--- config.mk ---
export PLATFORM = sky130hd
export DESIGN_NAME = output_port_scheduler
export DESIGN_NICKNAME = d
export VERILOG_FILES = /design/src/rtl/output_port_scheduler.sv
export SDC_FILE = /design/constraint.sdc
export NUM_CORES = 1
export LEC_CHECK = 0
export ABC_AREA = 1
export CAP_MARGIN = 20
export CORE_ASPECT_RATIO = 1.5
export CORE_MARGIN = 3
export CORE_UTILIZATION = 27
export DETAILED_ROUTE_END_ITERATION = 8
export PLACE_DENSITY_LB_ADDON = 0.15
export REMOVE_ABC_BUFFERS = 1
export SLEW_MARGIN = 20
export SYNTH_ARGS = -nofsm -noshare
export SYNTH_HDL_FRONTEND = slang
export SYNTH_SLANG_ARGS = --single-unit
--- constraint.sdc ---
create_clock -name clk -period 5.63 [get_ports clk]
set_input_delay 0.563 -clock clk [delete_from_list [all_inputs] [get_ports clk]]
set_output_delay 0.563 -clock clk [all_outputs]
set_load 0.005 [all_outputs]
--- src/rtl/output_port_scheduler.sv ---
// Output-port scheduler: round-robin over input FIFOs whose head targets
// this port, holding the grant for a whole packet and forwarding it framed.
//
// Ports:
//   clk, rst_n   clock (rising edge), asynchronous active-low reset
//   fifo_empty   per-input FIFO empty flag
//   header_in    per-input head header, [7:6] dest port, [3:0] payload LEN
//   fifo_data    per-input FIFO data_out, valid one cycle after rd_en
//   rd_en        per-input read strobe, at most one bit high
//   out_ready    downstream accepts a word next cycle
//   out_valid    out_data valid this cycle
//   out_data     forwarded word (0 when not valid)
//   out_sop      header word of a packet
//   out_eop      last word of a packet
//   grant        one-hot current owner, 0 when idle
//   busy         a packet transfer is in progress

package packet_pkg;
    localparam int DATA_WIDTH = 8;
endpackage

module output_port_scheduler #(
    parameter int NUM_PORTS  = 4,
    parameter int PORT_ID    = 0,
    parameter int DATA_WIDTH = packet_pkg::DATA_WIDTH
) (
    input  logic                                 clk,
    input  logic                                 rst_n,
    input  logic [NUM_PORTS-1:0]                 fifo_empty,
    input  logic [NUM_PORTS-1:0][7:0]            header_in,
    input  logic [NUM_PORTS-1:0][DATA_WIDTH-1:0] fifo_data,
    output logic [NUM_PORTS-1:0]                 rd_en,
    input  logic                                 out_ready,
    output logic                                 out_valid,
    output logic [DATA_WIDTH-1:0]                out_data,
    output logic                                 out_sop,
    output logic                                 out_eop,
    output logic [NUM_PORTS-1:0]                 grant,
    output logic                                 busy
);

    localparam int IW = $clog2(NUM_PORTS);

    typedef enum logic {
        IDLE,
        XFER
    } state_t;

    state_t               state_q, state_d;
    logic [NUM_PORTS-1:0] grant_q, grant_d;
    logic [IW-1:0]        gidx_q, gidx_d;
    logic [IW-1:0]        last_q, last_d;
    logic [4:0]           rem_q, rem_d;
    logic                 first_q, first_d;
    logic [IW-1:0]        gd_q;
    logic                 valid_q, sop_q, eop_q;

    logic [NUM_PORTS-1:0] req;
    logic                 pick_valid;
    logic [IW-1:0]        pick_idx;
    logic                 rd_any;
    logic                 hdr_unused;

    // Header bits [5:4] carry nothing for scheduling.
    assign hdr_unused = ^header_in;

    always_comb begin
        req = '0;
        for (int i = 0; i < NUM_PORTS; i++) begin
            req[i] = !fifo_empty[i] && (header_in[i][7:6] == 2'(PORT_ID));
        end
    end

    // Scan upward from the port after the last winner, so the port that
    // just finished is considered last.
    always_comb begin
        logic [IW-1:0] cand;
        cand       = '0;
        pick_valid = 1'b0;
        pick_idx   = '0;
        for (int k = 1; k <= NUM_PORTS; k++) begin
            cand = IW'((int'(last_q) + k) % NUM_PORTS);
            if (!pick_valid && req[cand]) begin
                pick_valid = 1'b1;
                pick_idx   = cand;
            end
        end
    end

    always_comb begin
        state_d = state_q;
        grant_d = grant_q;
        gidx_d  = gidx_q;
        last_d  = last_q;
        rem_d   = rem_q;
        first_d = first_q;
        rd_en   = '0;
        rd_any  = 1'b0;
        unique case (state_q)
            IDLE: begin
                if (pick_valid) begin
                    state_d = XFER;
                    grant_d = NUM_PORTS'(1) << pick_idx;
                    gidx_d  = pick_idx;
                    last_d  = pick_idx;
                    rem_d   = {1'b0, header_in[pick_idx][3:0]} + 5'd1;
                    first_d = 1'b1;
                end
            end
            XFER: begin
                rd_any = out_ready && !fifo_empty[gidx_q] && (rem_q != 5'd0);
                rd_en[gidx_q] = rd_any;
                if (rd_any) begin
                    rem_d   = rem_q - 5'd1;
                    first_d = 1'b0;
                end
                // Leave on the same edge as the last read, so the final
                // word appears during the idle gap cycle.
                if (rem_d == 5'd0) begin
                    state_d = IDLE;
                    grant_d = '0;
                end
            end
            default: state_d = IDLE;
        endcase
    end

    always_ff @(posedge clk or negedge rst_n) begin
        if (!rst_n) begin
            state_q <= IDLE;
            grant_q <= '0;
            gidx_q  <= '0;
            last_q  <= IW'(NUM_PORTS - 1);
            rem_q   <= '0;
            first_q <= 1'b0;
            gd_q    <= '0;
            valid_q <= 1'b0;
            sop_q   <= 1'b0;
            eop_q   <= 1'b0;
        end else begin
            state_q <= state_d;
            grant_q <= grant_d;
            gidx_q  <= gidx_d;
            last_q  <= last_d;
            rem_q   <= rem_d;
            first_q <= first_d;
            valid_q <= rd_any;
            sop_q   <= rd_any && first_q;
            eop_q   <= rd_any && (rem_q == 5'd1);
            if (rd_any) begin
                gd_q <= gidx_q;
            end
        end
    end

    assign out_valid = valid_q;
    assign out_sop   = sop_q;
    assign out_eop   = eop_q;
    assign out_data  = valid_q ? fifo_data[gd_q] : '0;
    assign grant     = grant_q;
    assign busy      = (state_q == XFER);

endmodule

==> flow_summary.json, run 1 <==
{
  "status": "finished clean",
  "setup_total_negative_slack_ns": 0,
  "syn_avg_cell_area_um2": 6.398,
  "critPathTopFamily": "buffers and inverters",
  "worstPathMaxFanout": 7,
  "route.antenna.remaining_nets": 0,
  "grt_setup_unrepaired": "no",
  "synth.area.top_cells": "dfrtp_1 (25%), nand2_1 (11%), nor2_1 (11%)",
  "multi_input_comb_area_um2": 1120,
  "top_level_ports": 91,
  "post-synth-top-area-cell": "dfrtp_1",
  "worst_r2r_path_depth": 12,
  "die_w_um": 72.75,
  "synth-edff-count": 0,
  "finalHoldViolations": 0,
  "grt_max_degree": 21,
  "ys_async_sr_fraction_pct": 100.0,
  "gp_routability_congestion": 0.7596,
  "worst_ir_drop_vdd_v": 0.0002784,
  "sequential_cell_area_um2": 503.0,
  "whs_path_depth": 2,
  "placement.setup.worst_slack_ns": 2.317,
  "worst_setup_path_end_kind": "output pin",
  "clk-insertion-delay-late_ns": 0.26,
  "via_per_inst": 4.656,
  "drt_iter0_drc": 58,
  "total_core_area_um2": 6306,
  "antenna-diode-count": 0,
  "final_report_setup_violation_count": 0,
  "yosys.cell_types.count": 33,
  "routed-via-count": 2030,
  "critical-path-max-stage-delay_ns": 0.54,
  "cts_sinks": 20,
  "cts.hold.buffers_added": 0,
  "cts_post_setup_buffers_inserted": 0,
  "worst_hold_path_type": "reg -> reg",
  "globalRouteOverflowTotal": 0,
  "worst_clock_skew_ns": 0.001051,
  "min_from": "first_q",
  "finalCritPeriodShare_pct": 58.17,
  "cp_num_buf_inv": 4,
  "crit_cells": 9,
  "cts-htree-levels": 1,
  "remaining_drc_errors": 0,
  "criticalPathCategory": "in -> out",
  "cts_made_buffers": 3,
  "cts_repair_resizes": 0,
  "global_route.usage.total_pct": 14.39,
  "crit_path_cell_trace": "clkdlybuf4s50_1, nand3_1, nand3_1, nor2_1, inv_1, nor2_1, inv_1, nor3_1, clkdlybuf4s50_1",
  "fillerInstances": 698,
  "finalCoreUtilization_pct": 43.49,
  "synth_warnings": 0,
  "final_routed_wirelength_mm": 5.416,
  "initial_core_util_pct": 28.61,
  "max_freq_mhz": 305.3,
  "layout.nets": 438,
  "totalPowerFinal_w": 0.001354,
  "dieHeight_um": 106.1,
  "ctsRootBufferMaster": "clkbuf_8",
  "startpoint_type": "input port",
  "synth_cells": 282,
  "worst_path_max_delay_cell": "clkdlybuf4s50_1",
  "worstMarginPinSlew_ns": 0.8730,
  "syn_area_um2": 1804,
  "drt_wl_cell_um": 12.42,
  "cts_tree": "yes",
  "via_count_of_the_first_global_routing_pass": 1961,
  "cellLeakagePower_nw": 1.255,
  "grt_pass1_wl_mm": 9.066,
  "synth_sequential_area_ratio_pct": 27.88,
  "relSlewSlack_pct": 41.62,
  "critical_path.reg2reg.endpoint": "rem_q[2]",
  "max_clock_buf_depth": 2,
  "detailed_place_hpwl_mm": 4.459,
  "regToRegSetupSlack_ns": 2.99,
  "drv_cap": 0,
  "timing.final.crit_period_ns": 3.275,
  "row_count": 35,
  "fp.dieArea_um2": 7719,
  "synth.top_cell.area_share_pct": 24.97,
  "yosys.cell_count.top_type": "nand2_1",
  "power.density_cell_area_nw_per_um2": 493.8,
  "detailedRoute.firstPassIterationCount": 4,
  "report.final.slew_viol_count": 0,
  "area_delta_synth_final_pct": 52.01,
  "worst_r2r_startpoint": "last_q[0]",
  "min_delay_endpoint": "out_sop",
  "synth_commonest_cells": "nand2_1 (55), nor2_1 (53), inv_1 (35)",
  "dominantRegCellSynth": "dfrtp_1",
  "cp_data_arrival_time_ns": 2.71,
  "drive_above_1_share_pct": 6.630,
  "synth.ff_latch_count": 20,
  "port-buffer-count": 82,
  "timing.critical_path.required_ns": 5.07,
  "antenna_found_initial": 0,
  "layout_setup_ws_ns": 2.355,
  "worst_hold_slack_ns": 0.5088,
  "cts.reportedPaths.clkPinSlew_ns": 0.07
}
cells by family (layout without fill, tap and decap cells):
family / count (synthesis) / in the layout / share of synthesized area, %
AO/OA/AOI/OAI: 46 / 46 / 14.98
buffers and inverters: 45 / 125 / 10.06
adder cells (fa/ha/maj): 4 / 4 / 2.774
AND/OR/NAND/NOR: 162 / 162 / 41.89
XOR/XNOR: 5 / 5 / 2.428
flip-flops: 20 / 20 / 27.88
worst register-to-register path, cell delays in order, from the launching register on:
cell and delay, ns:
dfstp_2 0.67, inv_4 0.09, nand3_1 0.11, nand2_1 0.11, o21ai_4 0.28, nand3_1 0.18, o21ai_2 0.35, nand2_1 0.10
nand2_1 0.10, inv_1 0.06, ha_1 0.20, xnor2_1 0.19, o21bai_1 0.08
metal layers:
metal	routed length [um]	track usage (%)	vias to the layer above
met5	0	0	-
met4	53	3.166	0
met3	313	1.514	6
met2	2907	27.58	61
met1	2142	16.52	884
li1	-	-	1079
cells in the final DEF, fill, tap and decap left out, types with 3 or more instances in the layout:
| cell | Yosys | routed |
|---|---|---|
| a21oi_1 | 9 | 9 |
| clkbuf_8 | 0 | 4 |
| clkdlybuf4s50_1 | 0 | 82 |
| dfrtp_1 | 18 | 18 |
| ha_1 | 4 | 4 |
| inv_1 | 35 | 35 |
| nand2_1 | 55 | 55 |
| nand2_2 | 4 | 4 |
| nand3_1 | 33 | 33 |
| nand3_2 | 3 | 3 |
| nand4_1 | 7 | 7 |
| nor2_1 | 53 | 53 |
| o21ai_0 | 24 | 24 |
| o31ai_1 | 4 | 4 |
| xor2_1 | 3 | 3 |
state kept, by name, indices dropped and copies added (netlist names):
signal,cells
busy,1
first_q,1
gd_q,2
gidx_q,2
grant,4
last_q,2
out_eop,1
out_sop,1
out_valid,1
rem_q,5
area by class of cell:
class / count / share of cell area (%)
Clock buffer: 4 / 2.007
Inverter: 39 / 5.520
Sequential cell: 20 / 18.34
Multi-Input combinational cell: 217 / 40.83
Tap cell: 74 / 3.376
Timing Repair Buffer: 82 / 29.93
metrics by stage:
stage | area [um^2] | cells
after CTS | 2743 | 436
final | 2743 | 436
after floorplan | 1774 | 276
after global routing | 2743 | 436
after global placement | 2688 | 432
after detailed placement | 2688 | 432
where the power goes:
| group | internal [W] | switching (W) | total (W) |
|---|---|---|---|
| logic | 0.000391 | 0.000560 | 0.000951 |
| clock network | 0.0000623 | 0.0000465 | 0.000109 |
| registers | 0.000209 | 0.0000850 | 0.000294 |
| total | 0.000663 | 0.000692 | 0.00135 |
worst max path at each step:
stage                  start  endpoint  slack, ns
2_1_floorplan      last_q[0]  rem_q[2]       3.38
3_3_place_gp   fifo_empty[2]  rd_en[0]       2.35
3_5_place_dp   fifo_empty[0]  rd_en[0]       2.32
4_1_cts        fifo_empty[0]  rd_en[0]       2.31
5_1_grt        fifo_empty[0]  rd_en[0]       2.12
6_report       fifo_empty[0]  rd_en[0]       2.35
(Power assumes the default switching activity.)
==> run 2, diff against run 1 <==
==> constraint.sdc (replaced) <==
create_clock -name clk -period 2.8 [get_ports clk]
set_input_delay 0.28 -clock clk [delete_from_list [all_inputs] [get_ports clk]]
set_output_delay 0.28 -clock clk [all_outputs]
set_load 0.005 [all_outputs]
==> run 2 against run 1 <==
Worst hold slack got worse by 0.013 ns. Via count rose by 2.2%. Critical endpoint unchanged. First-iteration DRC count fell by 26%. Core utilization rose by 0.67 points. Sequential share of layout area fell by 0.28 points. Critical path depth rose by 2. Final cell count rose by 1.6%. Combinational power rose by 110%. Sequential cell count did not move. Non-clock buffer count rose by 7. Count of clock-buffer cells in the layout did not move.
==> flow_summary.json, run 2 (synthesis results as in run 1) <==
{
  "antenna-diode-count": 0,
  "fp.dieArea_um2": 7719,
  "report.final.slew_viol_count": 0,
  "remaining_drc_errors": 0,
  "cp_num_buf_inv": 5,
  "relSlewSlack_pct": 39.27,
  "regToRegSetupSlack_ns": 0.25,
  "finalCritPeriodShare_pct": 92.73,
  "critical_path.reg2reg.endpoint": "rem_q[2]",
  "finalHoldViolations": 0,
  "most_common_cell_after_layout_fill_and_taps_aside": "clkdlybuf4s50_1",
  "via_per_inst": 4.682,
  "drt_iter0_drc": 43,
  "route.antenna.remaining_nets": 0,
  "max_freq_mhz": 385.1,
  "dieHeight_um": 106.1,
  "whs_path_depth": 2,
  "largest_register": "rem_q",
  "critical-path-max-stage-delay_ns": 0.54,
  "criticalPathCategory": "reg -> out",
  "cts_made_buffers": 3,
  "final_cell_mix": "clkdlybuf4s50_1 (82), nand2_1 (55), nor2_1 (53)",
  "clk-insertion-delay-late_ns": 0.26,
  "totalPowerFinal_w": 0.002791,
  "startpoint_type": "flip-flop",
  "layout_setup_ws_ns": 0.2034,
  "row_count": 35,
  "max_clock_buf_depth": 2,
  "setup_total_negative_slack_ns": 0,
  "total_core_area_um2": 6306,
  "final_routed_wirelength_mm": 5.492,
  "power.density_cell_area_nw_per_um2": 1002,
  "min_delay_endpoint": "out_sop",
  "cts.reportedPaths.clkPinSlew_ns": 0.07,
  "drive_above_1_share_pct": 8.130,
  "area_delta_synth_final_pct": 54.37,
  "drt_wl_cell_um": 12.40,
  "placed_cells_incl_taps": 437,
  "critPathTopFamily": "buffers and inverters",
  "largest_register_ff_count": 5,
  "worst_ir_drop_vdd_v": 0.0005182,
  "initial_core_util_pct": 28.61,
  "critical-path-top-cell-by-count": "inv_1",
  "status": "finished clean",
  "worstPathMaxFanout": 7,
  "global_route.usage.total_pct": 14.45,
  "worst_hold_path_type": "reg -> reg",
  "cts_sinks": 20,
  "cp_data_arrival_time_ns": 2.32,
  "crit_path_cell_trace": "inv_1, ha_1, nand3_1, nand3_1, nor2_1, inv_1, nor2_1, buf_4, inv_1, nor3_1, clkdlybuf4s50_1",
  "port-buffer-count": 82,
  "worst_r2r_path_depth": 14,
  "filler_free_cell_count_of_the_finished_design": 443,
  "timing.critical_path.required_ns": 2.52,
  "top_level_ports": 91,
  "cts-htree-levels": 1,
  "via_count_of_the_first_global_routing_pass": 2044,
  "drv_cap": 0,
  "worst_setup_path_end_kind": "output pin",
  "grt_pass1_wl_mm": 9.052,
  "final_report_setup_violation_count": 0,
  "worst_path_max_delay_cell": "clkdlybuf4s50_1",
  "routed-via-count": 2074,
  "timing.final.crit_period_ns": 2.597,
  "grt_setup_unrepaired": "no",
  "worstMarginPinSlew_ns": 0.9081,
  "cellLeakagePower_nw": 1.283,
  "fillerInstances": 673,
  "worst_r2r_startpoint": "last_q[0]",
  "detailedRoute.firstPassIterationCount": 4,
  "min_from": "first_q",
  "globalRouteOverflowTotal": 0,
  "cts_tree": "yes",
  "antenna_found_initial": 0,
  "die_w_um": 72.75,
  "ctsRootBufferMaster": "clkbuf_8",
  "layout.nets": 445,
  "grt_max_degree": 21,
  "placement.setup.worst_slack_ns": 0.1123,
  "gp_routability_congestion": 0.7687,
  "detailed_place_hpwl_mm": 4.459,
  "worst_clock_skew_ns": 0.008099
}
==> run 2: cell count changes in the layout (fill, tap and decap cells not counted), sizes merged <==
cell	previous run	this run
buf	0	7
==> run 2: tightest hold or removal path, cell delays in order (launching register included) <==
cell	delay, ns
dfrtp_1	0.32
inv_1	0.05
nor2_1	0.10
==> run 2: layout make-up <==
class	count	area [um^2]	area share (%)
inverter	39	151.4	5.436
tap	74	92.59	3.324
timing repair buffer	89	873.3	31.36
clock buffer	4	45.04	1.617
sequential	20	503.0	18.06
multi-input combinational	217	1120	40.21
==> run 2: worst max path at each step <==
| stage | startpoint | end | slack (ns) | cells after the start |
|---|---|---|---|---|
| floorplan | last_q[0] | rem_q[2] | 0.55 | 14 |
| global placement | fifo_empty[2] | rem_q[2] | 0.15 | 16 |
| detailed placement | fifo_empty[2] | rem_q[2] | 0.11 | 16 |
| CTS | rem_q[0] | rd_en[0] | 0.16 | 11 |
| global route | rem_q[0] | rd_en[0] | 0.005 | 11 |
| finish | rem_q[0] | rd_en[0] | 0.20 | 11 |
==> run 2: through the flow <==
stage          hold WS (ns)  util [%]  instance area, um^2
2_1_floorplan      -0.01559         -                 1774
3_3_place_gp         0.4964     43.21                 2725
3_5_place_dp         0.5010     43.21                 2725
4_1_cts              0.5012     43.93                 2770
5_1_grt              0.5321     44.17                 2785
6_report             0.4954     44.17                 2785
==> run 2: report_power, final <==
group | switching [W] | total [W] | leakage (nW) | internal [W]
logic | 0.00118 | 0.00204 | 1.01 | 0.000862
clock network | 0.0000918 | 0.000193 | 0.0228 | 0.000101
registers | 0.000135 | 0.000556 | 0.250 | 0.000421
==> run 2: per-layer routing <==
metal  routed length [um]  track usage [%]  share of wire [%]  up-vias
li1                     -                -                  -     1091
met1                 2180            15.36                 40      925
met2                 2982            28.55                 54       54
met3                  255            1.135                4.6        4
met4                   74            4.749                1.3        0
met5                    0                0                  0        -
==> run 2: timing repair <==
item                                    in CTS  in global routing
endpoints found under the setup margin       0                  2
buffers inserted                             0                  2
hold buffers                                 0                  0
gates resized for setup                      0                  0
==> run 3, diff against run 2 <==
--- a/config.mk
+++ b/config.mk
@@ -12,6 +12,7 @@
 export CORE_UTILIZATION = 27
 export DETAILED_ROUTE_END_ITERATION = 8
 export PLACE_DENSITY_LB_ADDON = 0.15
+export RECOVER_POWER = 50
 export REMOVE_ABC_BUFFERS = 1
 export SLEW_MARGIN = 20
 export SYNTH_ARGS = -nofsm -noshare
==> constraint.sdc (replaced) <==
create_clock -name clk -period 2.8 [get_ports clk]
set_input_delay 0.84 -clock clk [delete_from_list [all_inputs] [get_ports clk]]
set_output_delay 0.84 -clock clk [all_outputs]
set_load 0.005 [all_outputs]
==> run 3 against run 2 <==
Fmax shrank 4.8%. Total power up 34%. Critical path type is now in -> out. Sequential power fell by 6.3%.
==> flow_summary.json, run 3 (synthesis results as in run 1) <==
{
  "globalRouteOverflowTotal": 0,
  "final_report_setup_violation_count": 0,
  "finish.instance_area_um2": 3361,
  "startpoint_type": "input port",
  "row_count": 35,
  "worst_path_max_delay_cell": "clkdlybuf4s50_1",
  "cts_made_buffers": 3,
  "final_routed_wirelength_mm": 6.306,
  "drt_iter0_drc": 56,
  "remaining_drc_errors": 0,
  "multi_input_comb_area_um2": 1383,
  "sequential_cell_area_um2": 503.0,
  "timing.critical_path.required_ns": 1.96,
  "port-buffer-count": 82,
  "placedInstanceArea_um2": 2933,
  "cellLeakagePower_nw": 1.645,
  "worstMarginPinSlew_ns": 1.073,
  "cp_data_arrival_time_ns": 1.89,
  "drv_cap": 0,
  "total_core_area_um2": 6306,
  "grt_pass1_wl_mm": 9.508,
  "setup_total_negative_slack_ns": 0,
  "drt_wl_cell_um": 12.95,
  "critical-path-top-cell-by-count": "nor2_1",
  "worst_hold_path_type": "reg -> reg",
  "cts_tree": "yes",
  "top_level_ports": 91,
  "max_freq_mhz": 366.6,
  "status": "finished clean",
  "die_w_um": 72.75,
  "routed-via-count": 2279,
  "relSlewSlack_pct": 28.45,
  "power.density_cell_area_nw_per_um2": 1114,
  "crit_path_cell_trace": "clkdlybuf4s50_1, nor2_1, nor2_1, o21ai_0, a21oi_1, dlygate4sd2_1",
  "area_delta_synth_final_pct": 86.27,
  "dieHeight_um": 106.1,
  "layout.nets": 489,
  "antenna_found_initial": 0,
  "detailed_place_hpwl_mm": 4.840,
  "worst_setup_path_end_kind": "output pin",
  "route.antenna.remaining_nets": 0,
  "initial_core_util_pct": 28.61,
  "share_clk_of_total_power_pct": 5.2,
  "cts.reportedPaths.clkPinSlew_ns": 0.07,
  "criticalPathCategory": "in -> out",
  "power.switching_fraction_pct": 47.54,
  "detailedRoute.firstPassIterationCount": 4,
  "most_common_cell_after_layout_fill_and_taps_aside": "clkdlybuf4s50_1",
  "fillerInstances": 637,
  "via_per_inst": 4.680,
  "ctsRootBufferMaster": "clkbuf_8",
  "gp_routability_congestion": 0.8243,
  "cts_sinks": 20,
  "global_route.usage.total_pct": 15.27,
  "report.final.slew_viol_count": 0,
  "cts.hold.buffers_added": 0,
  "finalHoldViolations": 0,
  "worst_clock_skew_ns": 0.007247,
  "worst_ir_drop_vdd_v": 0.0006979,
  "critical-path-max-stage-delay_ns": 0.46,
  "clk-insertion-delay-late_ns": 0.26,
  "fp.dieArea_um2": 7719,
  "worst_hold_slack_ns": 0.4995,
  "comb_pwr_share_pct": 80.9,
  "largest_register_ff_count": 5,
  "max_clock_buf_depth": 2,
  "antenna-diode-count": 0,
  "seq_power_share_pct": 13.9,
  "largest_register": "rem_q",
  "grt_max_degree": 21,
  "finalCritPeriodShare_pct": 97.42,
  "p_int_w": 0.001964,
  "final_cell_mix": "clkdlybuf4s50_1 (58), nor2_1 (46), buf_4 (42)",
  "power_switching_w": 0.001780,
  "via_count_of_the_first_global_routing_pass": 2085,
  "worstPathMaxFanout": 1,
  "drive_above_1_share_pct": 33.66,
  "timing.final.crit_period_ns": 2.728,
  "cts-htree-levels": 1
}
==> run 3: repair_timing <==
action                                  in CTS  in global routing
hold endpoints to repair                     0                  0
setup buffers                               10                 11
endpoints found under the setup margin      16                 19
pin swaps                                   11                 43
gates resized for setup                     44                 84
==> run 3: final timing paths <==
check                        startpoint          end  slack, ns  cells past startpoint
setup / recovery           fifo_data[4]  out_data[4]       0.07                      6
hold / removal                  first_q      out_sop       0.50                      2
setup reg to reg               rem_q[3]     grant[2]       0.16                     16
hold reg to reg                 first_q      out_sop       0.50                      2
max in group asynchronous         rst_n     rem_q[1]       0.86                      2
min in group asynchronous         rst_n     rem_q[3]       1.28                      2
==> run 3: worst max-delay path, delay by kind of cell <==
kind	cells	cell delay [ns]
simple gates	2	0.12
compound gates	2	0.23
buf+inv	2	0.70
==> run 3: power groups by stage <==
stage	combinational (W)	sequential [W]	clock [W]
floorplan	0.00136	0.000550	0
global placement	0.00235	0.000517	0
detailed placement	0.00236	0.000517	0
CTS	0.00246	0.000514	0.000200
global route	0.00332	0.000539	0.000212
finish	0.00303	0.000521	0.000196
==> run 3: per-layer routing <==
metal	up-vias	wire length, um	global-route usage [%]
li1	1184	-	-
met1	1033	2242	15.68
met4	0	101	4.485
met5	-	0	0
met2	55	3687	31.07
met3	7	275	1.135
==> run 3: through the flow <==
step           std cells  setup WS, ns  util [%]  total power, W
2_1_floorplan        276        0.1737         -        0.001909
3_3_place_gp         463       -0.6980     46.51        0.002868
3_5_place_dp         463       -0.7618     46.51        0.002878
4_1_cts              477      -0.01207     48.55        0.003170
5_1_grt              487      -0.04578     53.29        0.004072
6_report             487       0.07222     53.29        0.003744
==> run 3: area by class of cell <==
cell class | instances | area share (%)
inverter | 39 | 4.579
sequential | 20 | 14.97
multi-input combinational | 217 | 41.14
timing repair buffer | 133 | 35.22
tap | 74 | 2.755
clock buffer | 4 | 1.340
